==> src/rtl/data_mem_ctrl_pkg.sv <==
// Shared constants, funct3 codes and FSM encoding
// for the data memory / MMIO load-store controller.
package data_mem_ctrl_pkg;

  localparam int          DEF_RAM_ADDR_W = 14;
  localparam logic [31:0] DEF_IO_BASE    = 32'hFFFF_FC00;
  localparam logic [31:0] DEF_LED_ADDR   = 32'hFFFF_FC60;
  localparam logic [31:0] DEF_SW_ADDR    = 32'hFFFF_FC70;
  localparam logic [31:0] DEF_SEG_ADDR   = 32'hFFFF_FC80;

  localparam logic [2:0] F3_LB  = 3'b000;
  localparam logic [2:0] F3_LH  = 3'b001;
  localparam logic [2:0] F3_LW  = 3'b010;
  localparam logic [2:0] F3_LBU = 3'b100;
  localparam logic [2:0] F3_LHU = 3'b101;
  localparam logic [2:0] F3_SB  = 3'b000;
  localparam logic [2:0] F3_SH  = 3'b001;
  localparam logic [2:0] F3_SW  = 3'b010;

  typedef enum logic [1:0] {
    ST_IDLE,
    ST_RD_WAIT,
    ST_RD_DONE
  } state_e;

  function automatic logic is_aligned(
    input logic [2:0] f3,
    input logic [1:0] off
  );
    logic ok;
    ok = 1'b1;
    case (f3)
      F3_LH, F3_LHU: ok = ~off[0];
      F3_LW:         ok = (off == 2'b00);
      default:       ok = 1'b1;
    endcase
    return ok;
  endfunction

endpackage

==> src/rtl/data_mem_ctrl_load_extend.sv <==
// Load lane select plus sign/zero extension
// of a 32-bit memory or IO word.
module data_mem_ctrl_load_extend
  import data_mem_ctrl_pkg::*;
(
  input  logic [31:0] word_i,
  input  logic [1:0]  off_i,
  input  logic [2:0]  funct3_i,
  output logic [31:0] data_o
);

  logic [7:0]  b;
  logic [15:0] h;

  always_comb begin
    b      = word_i[8*off_i +: 8];
    h      = off_i[1] ? word_i[31:16]
                      : word_i[15:0];
    data_o = 32'h0;
    case (funct3_i)
      F3_LB:   data_o = {{24{b[7]}}, b};
      F3_LH:   data_o = {{16{h[15]}}, h};
      F3_LW:   data_o = word_i;
      F3_LBU:  data_o = {24'h0, b};
      F3_LHU:  data_o = {16'h0, h};
      default: data_o = 32'h0;
    endcase
  end

endmodule

==> src/rtl/data_mem_ctrl.sv <==
// Load/store responder for data RAM and MMIO
// (LEDs, 7-seg, switches); stalls on RAM loads.
module data_mem_ctrl
  import data_mem_ctrl_pkg::*;
#(
  parameter int          RAM_ADDR_W = DEF_RAM_ADDR_W,
  parameter logic [31:0] IO_BASE    = DEF_IO_BASE,
  parameter logic [31:0] LED_ADDR   = DEF_LED_ADDR,
  parameter logic [31:0] SW_ADDR    = DEF_SW_ADDR,
  parameter logic [31:0] SEG_ADDR   = DEF_SEG_ADDR
) (
  input  logic                  clk,
  input  logic                  rst,
  input  logic                  mem_read,
  input  logic                  mem_write,
  input  logic [2:0]            funct3,
  input  logic [31:0]           addr,
  input  logic [31:0]           write_data,
  output logic [31:0]           read_data,
  output logic                  stall,
  output logic                  misalign,
  output logic [RAM_ADDR_W-1:0] ram_addr,
  output logic [3:0]            ram_we,
  output logic [31:0]           ram_wdata,
  input  logic [31:0]           ram_rdata,
  input  logic [15:0]           switch_in,
  output logic [15:0]           led_out,
  output logic [31:0]           seg_out
);

  state_e      state_q, state_d;
  logic [31:0] rdata_q, rdata_d;
  logic [15:0] led_q, led_d;
  logic [31:0] seg_q, seg_d;
  logic [15:0] sw_meta_q, sw_meta_d;
  logic [15:0] sw_sync_q, sw_sync_d;

  logic        is_io;
  logic        aligned;
  logic        hit_led;
  logic        hit_sw;
  logic        hit_seg;
  logic [31:0] io_word;
  logic [31:0] ext_src;
  logic [31:0] ext_data;
  logic [3:0]  store_we;

  assign is_io    = (addr >= IO_BASE);
  assign aligned  = is_aligned(funct3, addr[1:0]);
  assign hit_led  = is_io && (addr[31:2] == LED_ADDR[31:2]);
  assign hit_sw   = is_io && (addr[31:2] == SW_ADDR[31:2]);
  assign hit_seg  = is_io && (addr[31:2] == SEG_ADDR[31:2]);
  assign ram_addr = addr[RAM_ADDR_W+1:2];
  assign led_out  = led_q;
  assign seg_out  = seg_q;

  always_comb begin
    io_word = 32'h0;
    unique case (1'b1)
      hit_sw:  io_word = {16'h0, sw_sync_q};
      hit_led: io_word = {16'h0, led_q};
      hit_seg: io_word = seg_q;
      default: io_word = 32'h0;
    endcase
  end

  // RAM data only reaches the extender while the read is in flight
  assign ext_src = (state_q == ST_RD_WAIT) ? ram_rdata
                                           : io_word;

  data_mem_ctrl_load_extend u_ext (
    .word_i   (ext_src),
    .off_i    (addr[1:0]),
    .funct3_i (funct3),
    .data_o   (ext_data)
  );

  always_comb begin
    ram_wdata = write_data;
    store_we  = 4'h0;
    case (funct3)
      F3_SB: begin
        ram_wdata = {4{write_data[7:0]}};
        store_we  = 4'b0001 << addr[1:0];
      end
      F3_SH: begin
        ram_wdata = {2{write_data[15:0]}};
        store_we  = addr[1] ? 4'b1100 : 4'b0011;
      end
      F3_SW:   store_we = 4'b1111;
      default: store_we = 4'h0;
    endcase
  end

  always_comb begin
    state_d   = state_q;
    rdata_d   = rdata_q;
    led_d     = led_q;
    seg_d     = seg_q;
    sw_meta_d = switch_in;
    sw_sync_d = sw_meta_q;
    stall     = 1'b0;
    misalign  = 1'b0;
    ram_we    = 4'h0;
    read_data = 32'h0;
    unique case (state_q)
      ST_IDLE: begin
        if (mem_write) begin
          if (!aligned) begin
            misalign = 1'b1;
          end else if (is_io) begin
            if (hit_led) led_d = write_data[15:0];
            if (hit_seg) seg_d = write_data;
          end else begin
            ram_we = store_we;
          end
        end else if (mem_read) begin
          if (!aligned) begin
            misalign = 1'b1;
          end else if (is_io) begin
            read_data = ext_data;
          end else begin
            stall   = 1'b1;
            state_d = ST_RD_WAIT;
          end
        end
      end
      ST_RD_WAIT: begin
        stall   = 1'b1;
        rdata_d = ext_data;
        state_d = ST_RD_DONE;
      end
      ST_RD_DONE: begin
        read_data = rdata_q;
        state_d   = ST_IDLE;
      end
      default: state_d = ST_IDLE;
    endcase
    // Outputs read as reset values while rst is held
    if (rst) begin
      stall     = 1'b0;
      misalign  = 1'b0;
      ram_we    = 4'h0;
      read_data = 32'h0;
    end
  end

  always_ff @(posedge clk) begin
    if (rst) begin
      state_q   <= ST_IDLE;
      rdata_q   <= 32'h0;
      led_q     <= 16'h0;
      seg_q     <= 32'h0;
      sw_meta_q <= 16'h0;
      sw_sync_q <= 16'h0;
    end else begin
      state_q   <= state_d;
      rdata_q   <= rdata_d;
      led_q     <= led_d;
      seg_q     <= seg_d;
      sw_meta_q <= sw_meta_d;
      sw_sync_q <= sw_sync_d;
    end
  end

endmodule

==> config.mk <==
export PLATFORM = sky130hd
export DESIGN_NAME = data_mem_ctrl
export DESIGN_NICKNAME = d
export VERILOG_FILES = /design/src/rtl/data_mem_ctrl_pkg.sv /design/src/rtl/data_mem_ctrl_load_extend.sv /design/src/rtl/data_mem_ctrl.sv
export SDC_FILE = /design/constraint.sdc
export NUM_CORES = 1
export LEC_CHECK = 0
export ABC_CLOCK_PERIOD_IN_PS = 11000
export BUFFER_PORTS_ARGS = -buffer_cell sky130_fd_sc_hd__buf_2
export CAP_MARGIN = 5
export CORE_MARGIN = 5
export CORE_UTILIZATION = 39
export DETAILED_ROUTE_END_ITERATION = 8
export PLACE_DENSITY = 0.68
export SYNTH_ARGS = -nofsm -noshare
export SYNTH_HDL_FRONTEND = slang
export SYNTH_SLANG_ARGS = --single-unit
==> constraint.sdc <==
create_clock -name clk -period 11 [get_ports clk]
set_clock_uncertainty 0.15 [all_clocks]
set_input_delay 2.2 -clock clk [delete_from_list [all_inputs] [get_ports clk]]
set_output_delay 2.2 -clock clk [all_outputs]
set_load 0.03 [all_outputs]
==> parameters.txt, run 1 <==
Parameter                              Value

Global route
  Via count of the first global-routing pass ... 6535
  Largest net degree at the start of global routing ... 90
  Number of antenna violations at the first check in global routing ... 2
  Wire length of the first global-routing pass ... 36.2 mm
  Total global-route track usage ... 25.1%
  GRT overflow ... 0

CTS
  Post-CTS Hold Fix Bufs ... 0
  Clock latency of the later-clocked register in the worst-skew pair ... 430 ps
  Number of buffers created by CTS ... 17
  Maximum number of buffers from clock root to sink ... 2
  Clock root cell ... sky130_fd_sc_hd__clkbuf_16
  Postcts setup bufs ... 0
  TritonCTS Sinks ... 114
  Clock-pin transition on the worst setup and hold timing paths ... 60 ps
  TritonCTS clock tree ... done
  CTS H-tree lvls ... 4
  Number of gates resized after CTS ... 0

Floorplanning
  Die Area ... 18900 µm²
  Effective utilization at floorplan ... 39.8%
  Y dimension of the die ... 137 µm
  I/O pins ... 251
  Area of the core ... 15900 µm²
  Die boundary width ... 137 µm
  Num rows ... 46

Drt
  Antenna viol nets, final ... 0
  Wire length after detailed routing ... about 24 mm
  Highest routing layer actually used ... met4
  Met3 wirelength from detailed routing ... 1.92 mm
  DRC violation count after routing ... 0
  Average wire per cell in the routed design ... between 15 and 20 µm
  Via density per instance ... approximately 5.6
  Overall via count from detail_route ... 6717
  DRT iter0 DRCs ... roughly 630
  Length of the first detailed-routing pass in iterations ... 7
  WL met1 ... 10.4 mm
  Length of routed met2 wiring ... around 11 mm

STA
  Final worst path period share ... 71.2%
  Slew at the pin closest to its max-slew limit ... 1030 ps
  Final number of max-transition violations ... 0
  Final setup violation count ... 0
  Highest clock rate ... between 100 and 150 MHz
  Post-route minimum period ... 7830 ps
  Worst Hold Margin ... 269 ps
  Unrepaired setup endpoints after global routing ... false
  Hold Violations, Final ... 0
  Relative max-transition margin ... 31.2%
  Total Neg Setup Slack ... 0 ps

Final layout
  Proportion of layout cells with a drive suffix above 1 ... 33.9%
  Area Growth Syn to Fin ... 29.3%
  Fin nets ... roughly 1100
  Core Util, Final ... 51.5%
  Final std cells w/o fill ... around 1200

Yosys
  Area share of the largest cell type after synthesis ... 36.1%
  Netlist area before placement ... 6330 µm²
  Proportion of synthesized flip-flops having asynchronous set or reset ... 0%
  Number of instances in the synthesized netlist ... ~760
  Number of enable-type register cells in the synthesized netlist ... 0
  Yosys synthesis warning count ... 0
  Sequential cell area fraction in the yosys report ... 36.1%
  Cell accounting for the most synthesized area ... sky130_fd_sc_hd__dfxtp_1
  Post-synthesis net count ... about 880
  Average cell area after synthesis ... between 8 and 9 µm²
  Flip-flop and latch count after synthesis ... 114
  Yosys cell types ... 60
  Leading post-synthesis cells by cell area ... sky130_fd_sc_hd__dfxtp_1 (36%), sky130_fd_sc_hd__mux2i_1 (9.0%), sky130_fd_sc_hd__nor2_1 (6.0%), sky130_fd_sc_hd__a21oi_1 (4.2%), sky130_fd_sc_hd__o21ai_0 (3.9%)
  Top FF cell, synth ... sky130_fd_sc_hd__dfxtp_1

Critical path
  Launch point of the worst reg-to-reg path ... state_q[1]
  Crit Path Max Fanout ... 17
  Most repeated library cell on the critical path ... sky130_fd_sc_hd__buf_2
  Worst setup path start ... addr[5]
  Cells along the critical path ... buf_2 > nor4b_4 > a222oi_1 > o311ai_4 > o2111ai_2 > o2bb2ai_2 > a21oi_1 > o21ai_1 > buf_2
  Capturing element type of the critical path ... output port
  Standard cell with the maximum stage delay on the critical path ... sky130_fd_sc_hd__nor4b_4
  Startpoint-to-endpoint class of the critical path ... in -> out
  Startpoint kind of the worst setup timing path ... input pin
  Data arrival time of the critical path ... between 5000 and 6000 ps
  Critical path data required time ... 8650 ps
  Register-to-Register Setup Slack ... 7550 ps
  Delay of the slowest critical-path stage ... 900 ps

Placed design
  Cell count after placement ... 1159
  Count of input and output buffers ... 250
  Post-detail-place hpwl ... 17.7 mm
  GP Congestion ... 0.932

Worst hold path
  Worst hold-check path type ... reg -> reg
  Launch point of the worst hold path ... sw_meta_q[1]

Power
  Worst vdd ir ... 110 µV
  Power per Cell Area ... 142 nW/µm²
  Lkg Pwr ... roughly 3.3 nW

Run
  Number of maximum-capacitance constraint violations ... 0

Run status
  Status ... finished, final reports clean
## cells by family (layout without fill, tap and decap cells)
family                 Yosys count  in the layout  synth area share, %
multiplexers                    74             74                 12.0
AND/OR/NAND/NOR                253            253                 19.6
flip-flops                     114            114                 36.1
buffers and inverters           88            300                 7.21
AO/OA/AOI/OAI                  234            234                 25.0
other                            0              3                    0
## cell usage after synthesis, types with 2 or more instances
master,instances
sky130_fd_sc_hd__nor2_1,101
sky130_fd_sc_hd__inv_1,6
sky130_fd_sc_hd__o21ai_0,49
sky130_fd_sc_hd__buf_6,4
sky130_fd_sc_hd__or2_2,2
sky130_fd_sc_hd__nor2_4,2
sky130_fd_sc_hd__o2bb2ai_1,9
sky130_fd_sc_hd__nand3_1,7
sky130_fd_sc_hd__nor3b_1,2
sky130_fd_sc_hd__nor3_1,9
sky130_fd_sc_hd__nor4_2,3
sky130_fd_sc_hd__a221o_1,6
sky130_fd_sc_hd__and2_1,3
sky130_fd_sc_hd__o221a_2,2
sky130_fd_sc_hd__o31ai_1,5
sky130_fd_sc_hd__a222oi_1,9
sky130_fd_sc_hd__clkbuf_1,44
sky130_fd_sc_hd__mux2_2,17
sky130_fd_sc_hd__a22o_1,8
sky130_fd_sc_hd__o31a_1,2
sky130_fd_sc_hd__dfxtp_1,114
sky130_fd_sc_hd__a221oi_1,6
sky130_fd_sc_hd__buf_1,2
sky130_fd_sc_hd__nor4bb_1,2
sky130_fd_sc_hd__a21oi_1,53
sky130_fd_sc_hd__a211oi_1,31
sky130_fd_sc_hd__a22oi_1,14
sky130_fd_sc_hd__mux2i_1,57
sky130_fd_sc_hd__nor4b_2,2
sky130_fd_sc_hd__o21ai_1,10
sky130_fd_sc_hd__o22ai_1,10
sky130_fd_sc_hd__nor2b_1,37
sky130_fd_sc_hd__nand4_1,13
sky130_fd_sc_hd__nand2b_1,2
sky130_fd_sc_hd__a21boi_0,5
sky130_fd_sc_hd__a2111oi_0,5
sky130_fd_sc_hd__nand2_1,57
sky130_fd_sc_hd__buf_4,23
sky130_fd_sc_hd__buf_2,8
sky130_fd_sc_hd__or3_1,2
## sequential cells by signal, indices dropped and copies added (netlist names)
name       count
state_q        2
sw_meta_q     16
rdata_q       32
led_out       16
sw_sync_q     16
seg_out       32
## power by group
part | internal (mW) | leakage [nW] | switching [mW]
clock network | 0.382 | 0.309 | 0.210
registers | 0.424 | 0.927 | 0.00367
logic | 0.0494 | 2.07 | 0.0935
## stage by stage
step	area, µm²	power [mW]	worst slack, ps
floorplan	6330	0.525	3910
global placement	7550	0.577	3280
detailed placement	7550	0.578	3220
CTS	8180	1.16	3190
global route	8180	1.20	2840
finish	8190	1.16	3170
## placed cells by master (no fill, tap or decap), types with 10 or more instances in the layout
cell | netlist | final
sky130_fd_sc_hd__o21ai_1 | 10 | 10
sky130_fd_sc_hd__o22ai_1 | 10 | 10
sky130_fd_sc_hd__a21oi_1 | 53 | 53
sky130_fd_sc_hd__clkbuf_16 | 0 | 17
sky130_fd_sc_hd__buf_2 | 8 | 250
sky130_fd_sc_hd__nand4_1 | 13 | 13
sky130_fd_sc_hd__nor2b_1 | 37 | 36
sky130_fd_sc_hd__a22oi_1 | 14 | 14
sky130_fd_sc_hd__o21ai_0 | 49 | 49
sky130_fd_sc_hd__buf_4 | 23 | 11
sky130_fd_sc_hd__dfxtp_1 | 114 | 114
sky130_fd_sc_hd__a211oi_1 | 31 | 31
sky130_fd_sc_hd__mux2_2 | 17 | 17
sky130_fd_sc_hd__mux2i_1 | 57 | 57
sky130_fd_sc_hd__nor2_1 | 101 | 100
sky130_fd_sc_hd__nand2_1 | 57 | 57
## routing by layer
metal	GRT usage, %	vias to the layer above
met5	0	-
li1	-	3185
met1	32.8	3170
met4	8.81	0
met2	39.3	316
met3	7.38	46
## path summary, 6_finish.rpt
kind,end,cells after the start
worst max-delay path,read_data[21],9
worst min-delay path,sw_sync_q[1],1
worst max register to register,rdata_q[31],8
worst min register to register,sw_sync_q[1],1
## layout make-up
type / count / area, µm²
fill: 1574 / 7700
multi-input combinational: 561 / 3630
sequential: 114 / 2280
timing repair buffer: 261 / 1330
clock buffer: 18 / 429
tap: 216 / 270
clock inverter: 14 / 204
inverter: 7 / 26.3
antenna: 3 / 7.51
## critical path: cells and delay by family
kind / cells / cell delay [ps]
compound gates: 6 / 1990
simple gates: 1 / 900
buf+inv: 2 / 360
Power figures use the tool's default switching activity.
==> run 2, diff against run 1 <==
- ABC_AREA: unset -> 1
- ABC_CLOCK_PERIOD_IN_PS: 11000 -> 7800
- PLACE_DENSITY: 0.68 -> 0.67
- clock period: 11 -> 7.8 ns (I/O delays scaled with it)
==> run 2 against run 1 <==
Die area up 10%. Non-clock buffer count down 4. Utilization down 2.4 points. Largest power group unchanged. Combinational power up 57%. Critical endpoint is now ram_we[0]. Largest cell class unchanged. Synthesized area up 11%. Clock power up 34%. Clock-buffer cell count down 1.
==> parameters.txt, run 2 <==
Parameter                              Value

Power
  Lkg Pwr ... 4.64 nW (was 3.31 nW)
  Clock share of power ... 48.8% (was 50.9%)
  Net Sw Frac ... 29.3% (was 26.4%)
  Switching component of the power ... 0.475 mW (was 0.307 mW)
  Power per Cell Area ... 185 nW/µm² (was 142 nW/µm²)
  Internal power contribution ... 1.15 mW (was 0.855 mW)
  Sequential group share of total power ... 37.3% (was 36.8%)
  Worst vdd ir ... 149 µV (was 110 µV)
  Combinational share of power ... 13.9% (was 12.3%)

Global route
  Total global-route track usage ... 24.0% (was 25.1%)
  GRT overflow ... 0 (unchanged)
  Via count of the first global-routing pass ... 7267 (was 6535)
  Number of antenna violations at the first check in global routing ... 5 (was 2)
  Wire length of the first global-routing pass ... 38.7 mm (was 36.2 mm)
  Largest net degree at the start of global routing ... 68 (was 90)

CTS
  Clock root cell ... sky130_fd_sc_hd__clkbuf_16 (unchanged)
  Maximum number of buffers from clock root to sink ... 2 (unchanged)
  CTS H-tree lvls ... 4 (unchanged)
  Number of gates resized after CTS ... 0 (unchanged)
  Clock latency of the later-clocked register in the worst-skew pair ... 420 ps (was 430 ps)
  Number of buffers created by CTS ... 17 (unchanged)
  TritonCTS Sinks ... 114 (unchanged)
  Post-CTS Hold Fix Bufs ... 0 (unchanged)
  TritonCTS clock tree ... done (unchanged)
  Clock-pin transition on the worst setup and hold timing paths ... 60 ps (about the same)
  Postcts setup bufs ... 0 (unchanged)

Floorplanning
  Effective utilization at floorplan ... 39.4% (was 39.8%)
  Y dimension of the die ... 144 µm (was 137 µm)
  Die Area ... 20800 µm² (was 18900 µm²)
  Num rows ... 49 (was 46)
  I/O pins ... 251 (unchanged)
  Area of the core ... 17800 µm² (was 15900 µm²)
  Die boundary width ... 144 µm (was 137 µm)

Yosys
  Top FF cell, synth ... sky130_fd_sc_hd__dfxtp_1 (unchanged)
  Post-synthesis net count ... 1227 (was 882)
  Leading post-synthesis cells by cell area ... sky130_fd_sc_hd__dfxtp_1 (32%), sky130_fd_sc_hd__nand2_1 (14%), sky130_fd_sc_hd__o21ai_0 (7.6%), sky130_fd_sc_hd__nor2_1 (7.5%), sky130_fd_sc_hd__inv_1 (6.8%) (was sky130_fd_sc_hd__dfxtp_1 (36%), sky130_fd_sc_hd__mux2i_1 (9.0%), sky130_fd_sc_hd__nor2_1 (6.0%), sky130_fd_sc_hd__a21oi_1 (4.2%), sky130_fd_sc_hd__o21ai_0 (3.9%))
  Leading cell types by count after synthesis ... sky130_fd_sc_hd__nand2_1 (266), sky130_fd_sc_hd__nor2_1 (140), sky130_fd_sc_hd__inv_1 (127) (was sky130_fd_sc_hd__dfxtp_1 (114), sky130_fd_sc_hd__nor2_1 (101), sky130_fd_sc_hd__mux2i_1 (57), sky130_fd_sc_hd__nand2_1 (57), sky130_fd_sc_hd__a21oi_1 (53))
  Area share of the largest cell type after synthesis ... 32.5% (was 36.1%)
  Average cell area after synthesis ... 6.35 µm² (was 8.30 µm²)
  Yosys synthesis warning count ... 0 (unchanged)
  Netlist area before placement ... 7030 µm² (was 6330 µm²)
  Number of enable-type register cells in the synthesized netlist ... 0 (unchanged)
  Cell accounting for the most synthesized area ... sky130_fd_sc_hd__dfxtp_1 (unchanged)
  Proportion of synthesized flip-flops having asynchronous set or reset ... 0% (unchanged)
  Most common cell in the synthesized netlist ... sky130_fd_sc_hd__nand2_1 (was sky130_fd_sc_hd__dfxtp_1)
  Yosys cell types ... 35 (was 60)
  Sequential cell area fraction in the yosys report ... 32.5% (was 36.1%)
  Number of instances in the synthesized netlist ... 1108 (was 763)
  Flip-flop and latch count after synthesis ... 114 (unchanged)

Run status
  Status ... finished, final reports clean (unchanged)

Drt
  Wire length after detailed routing ... 25.4 mm (was 23.9 mm)
  Antenna viol nets, final ... 0 (unchanged)
  Length of routed met2 wiring ... 11.8 mm (was 10.9 mm)
  Highest routing layer actually used ... met5 (was met4)
  DRT iter0 DRCs ... 504 (was 628)
  Overall via count from detail_route ... 7752 (was 6717)
  Length of the first detailed-routing pass in iterations ... 5 (was 7)
  Met3 wirelength from detailed routing ... 2.06 mm (was 1.92 mm)
  DRC violation count after routing ... 0 (unchanged)
  Average wire per cell in the routed design ... 16.5 µm (was 20.0 µm)
  WL met1 ... 11.0 mm (was 10.4 mm)
  Via density per instance ... 5.02 (was 5.63)

Worst hold path
  Hold-critical path endpoint ... sw_sync_q[8] (was sw_sync_q[1])
  Launch point of the worst hold path ... sw_meta_q[8] (was sw_meta_q[1])
  Worst hold-check path type ... reg -> reg (unchanged)
  Cell depth of the worst hold path ... 2 (was 1)

STA
  Final worst path period share ... 76.0%
  Highest clock rate ... 169 MHz
  Total Neg Setup Slack ... 0 ps (unchanged)
  Final setup violation count ... 0 (unchanged)
  Relative max-transition margin ... 21.8% (was 31.2%)
  Hold Violations, Final ... 0 (unchanged)
  Post-route minimum period ... 5930 ps
  Slew at the pin closest to its max-slew limit ... 1170 ps (was 1030 ps)
  Final number of max-transition violations ... 0 (unchanged)
  Unrepaired setup endpoints after global routing ... false (unchanged)

Critical path
  Register-to-Register Setup Slack ... 5030 ps (was 7550 ps)
  Startpoint kind of the worst setup timing path ... input pin (unchanged)
  Launch point of the worst reg-to-reg path ... state_q[0] (was state_q[1])
  Data arrival time of the critical path ... 4220 ps (was 5480 ps)
  Startpoint-to-endpoint class of the critical path ... in -> out (unchanged)
  Number of cells on the worst reg-to-reg path ... 12 (was 8)
  Endpoint of the most critical register-to-register path ... rdata_q[6] (was rdata_q[31])
  Critical path data required time ... 6090 ps (was 8650 ps)
  Crit Path Max Fanout ... 33 (was 17)
  Capturing element type of the critical path ... output port (unchanged)

Final layout
  Commonest non-fill, non-tap cell in the layout ... sky130_fd_sc_hd__nand2_1 (was sky130_fd_sc_hd__buf_2)
  Area Growth Syn to Fin ... 24.7% (was 29.3%)
  Final std cells w/o fill ... 1543 (was 1194)
  Commonest cells after routing, fill and taps aside ... sky130_fd_sc_hd__nand2_1 (266), sky130_fd_sc_hd__buf_2 (249), sky130_fd_sc_hd__nor2_1 (139) (was sky130_fd_sc_hd__buf_2 (250), sky130_fd_sc_hd__dfxtp_1 (114), sky130_fd_sc_hd__nor2_1 (100))
  Fin nets ... 1419 (was 1081)
  Proportion of layout cells with a drive suffix above 1 ... 29.9% (was 33.9%)

Placed design
  GP Congestion ... 0.963 (was 0.932)
  Post-detail-place hpwl ... 19.6 mm (was 17.7 mm)
  Count of input and output buffers ... 250 (unchanged)
  Cell count after placement ... 1510 (was 1159)

Run
  Number of maximum-capacitance constraint violations ... 0 (unchanged)
run 2: cell types whose count changed in the layout (fill, tap and decap cells not counted), moves of 14 or more:
cell                       previous run  this run
sky130_fd_sc_hd__nor2_1             100       139
sky130_fd_sc_hd__nand3_2              0        21
sky130_fd_sc_hd__nor2b_1             36         0
sky130_fd_sc_hd__a22oi_1             14         0
sky130_fd_sc_hd__nand2_1             57       266
sky130_fd_sc_hd__o21ai_0             49       107
sky130_fd_sc_hd__mux2_2              17         0
sky130_fd_sc_hd__mux2i_1             57         0
sky130_fd_sc_hd__inv_1                6       127
sky130_fd_sc_hd__nand3_1              7        47
sky130_fd_sc_hd__a21oi_2              0        25
sky130_fd_sc_hd__nand2_2              0        15
sky130_fd_sc_hd__a211oi_1            31         0
run 2: cells by family after synthesis:
family	count (synthesis)	synth area share, %
and+or+nand+nor	551	36.2
buffers and inverters	219	13.8
AOI/OAI and AO/OA	224	17.6
DFF	114	32.5
run 2: cell type report:
class,count,area (µm²)
timing repair buffer,257,1310
inverter,135,507
fill,1835,9080
antenna,1,2.50
clock buffer,17,425
tap,229,287
multi-input combinational,775,3780
clock inverter,15,170
sequential,114,2280
run 2: per-stage QoR:
stage	power, mW	util, %	setup slack (ps)	area (µm²)	hold WS (ps)
6_report	1.62	49.1	1870	8760	250
5_1_grt	1.68	49.1	1670	8760	256
4_1_cts	1.63	49.1	1920	8760	251
3_5_place_dp	0.840	45.8	1930	8170	243
3_3_place_gp	0.839	45.8	2080	8170	240
2_1_floorplan	0.765	-	2850	7030	238
run 2: power groups by stage:
stage | registers [mW] | clock network, mW | logic, mW
floorplan | 0.616 | 0 | 0.149
global placement | 0.617 | 0 | 0.223
detailed placement | 0.617 | 0 | 0.223
CTS | 0.604 | 0.801 | 0.224
global route | 0.606 | 0.830 | 0.246
finish | 0.604 | 0.791 | 0.225
run 2: worst max path at each step:
stage / to / slack, ps / from / cells after the start
after floorplan: read_data[1] / 2850 / addr[22] / 14
after global routing: ram_we[0] / 1670 / funct3[0] / 7
after CTS: ram_we[0] / 1920 / funct3[0] / 7
after global placement: ram_we[2] / 2080 / funct3[0] / 7
final: ram_we[0] / 1870 / funct3[0] / 7
after detailed placement: ram_we[0] / 1930 / funct3[0] / 7
run 2: worst max-delay path: stages:
cell	delay, ps
sky130_fd_sc_hd__buf_2	120
sky130_fd_sc_hd__nor2_1	460
sky130_fd_sc_hd__nand2_1	430
sky130_fd_sc_hd__nand2_1	820
sky130_fd_sc_hd__o2111ai_1	400
sky130_fd_sc_hd__nor2_1	200
sky130_fd_sc_hd__buf_2	230
run 2: layer usage:
metal,vias up,global-route usage [%]
met4,10,7.22
met3,52,6.12
met2,305,39.7
li1,3879,-
met1,3506,31.1
met5,-,0
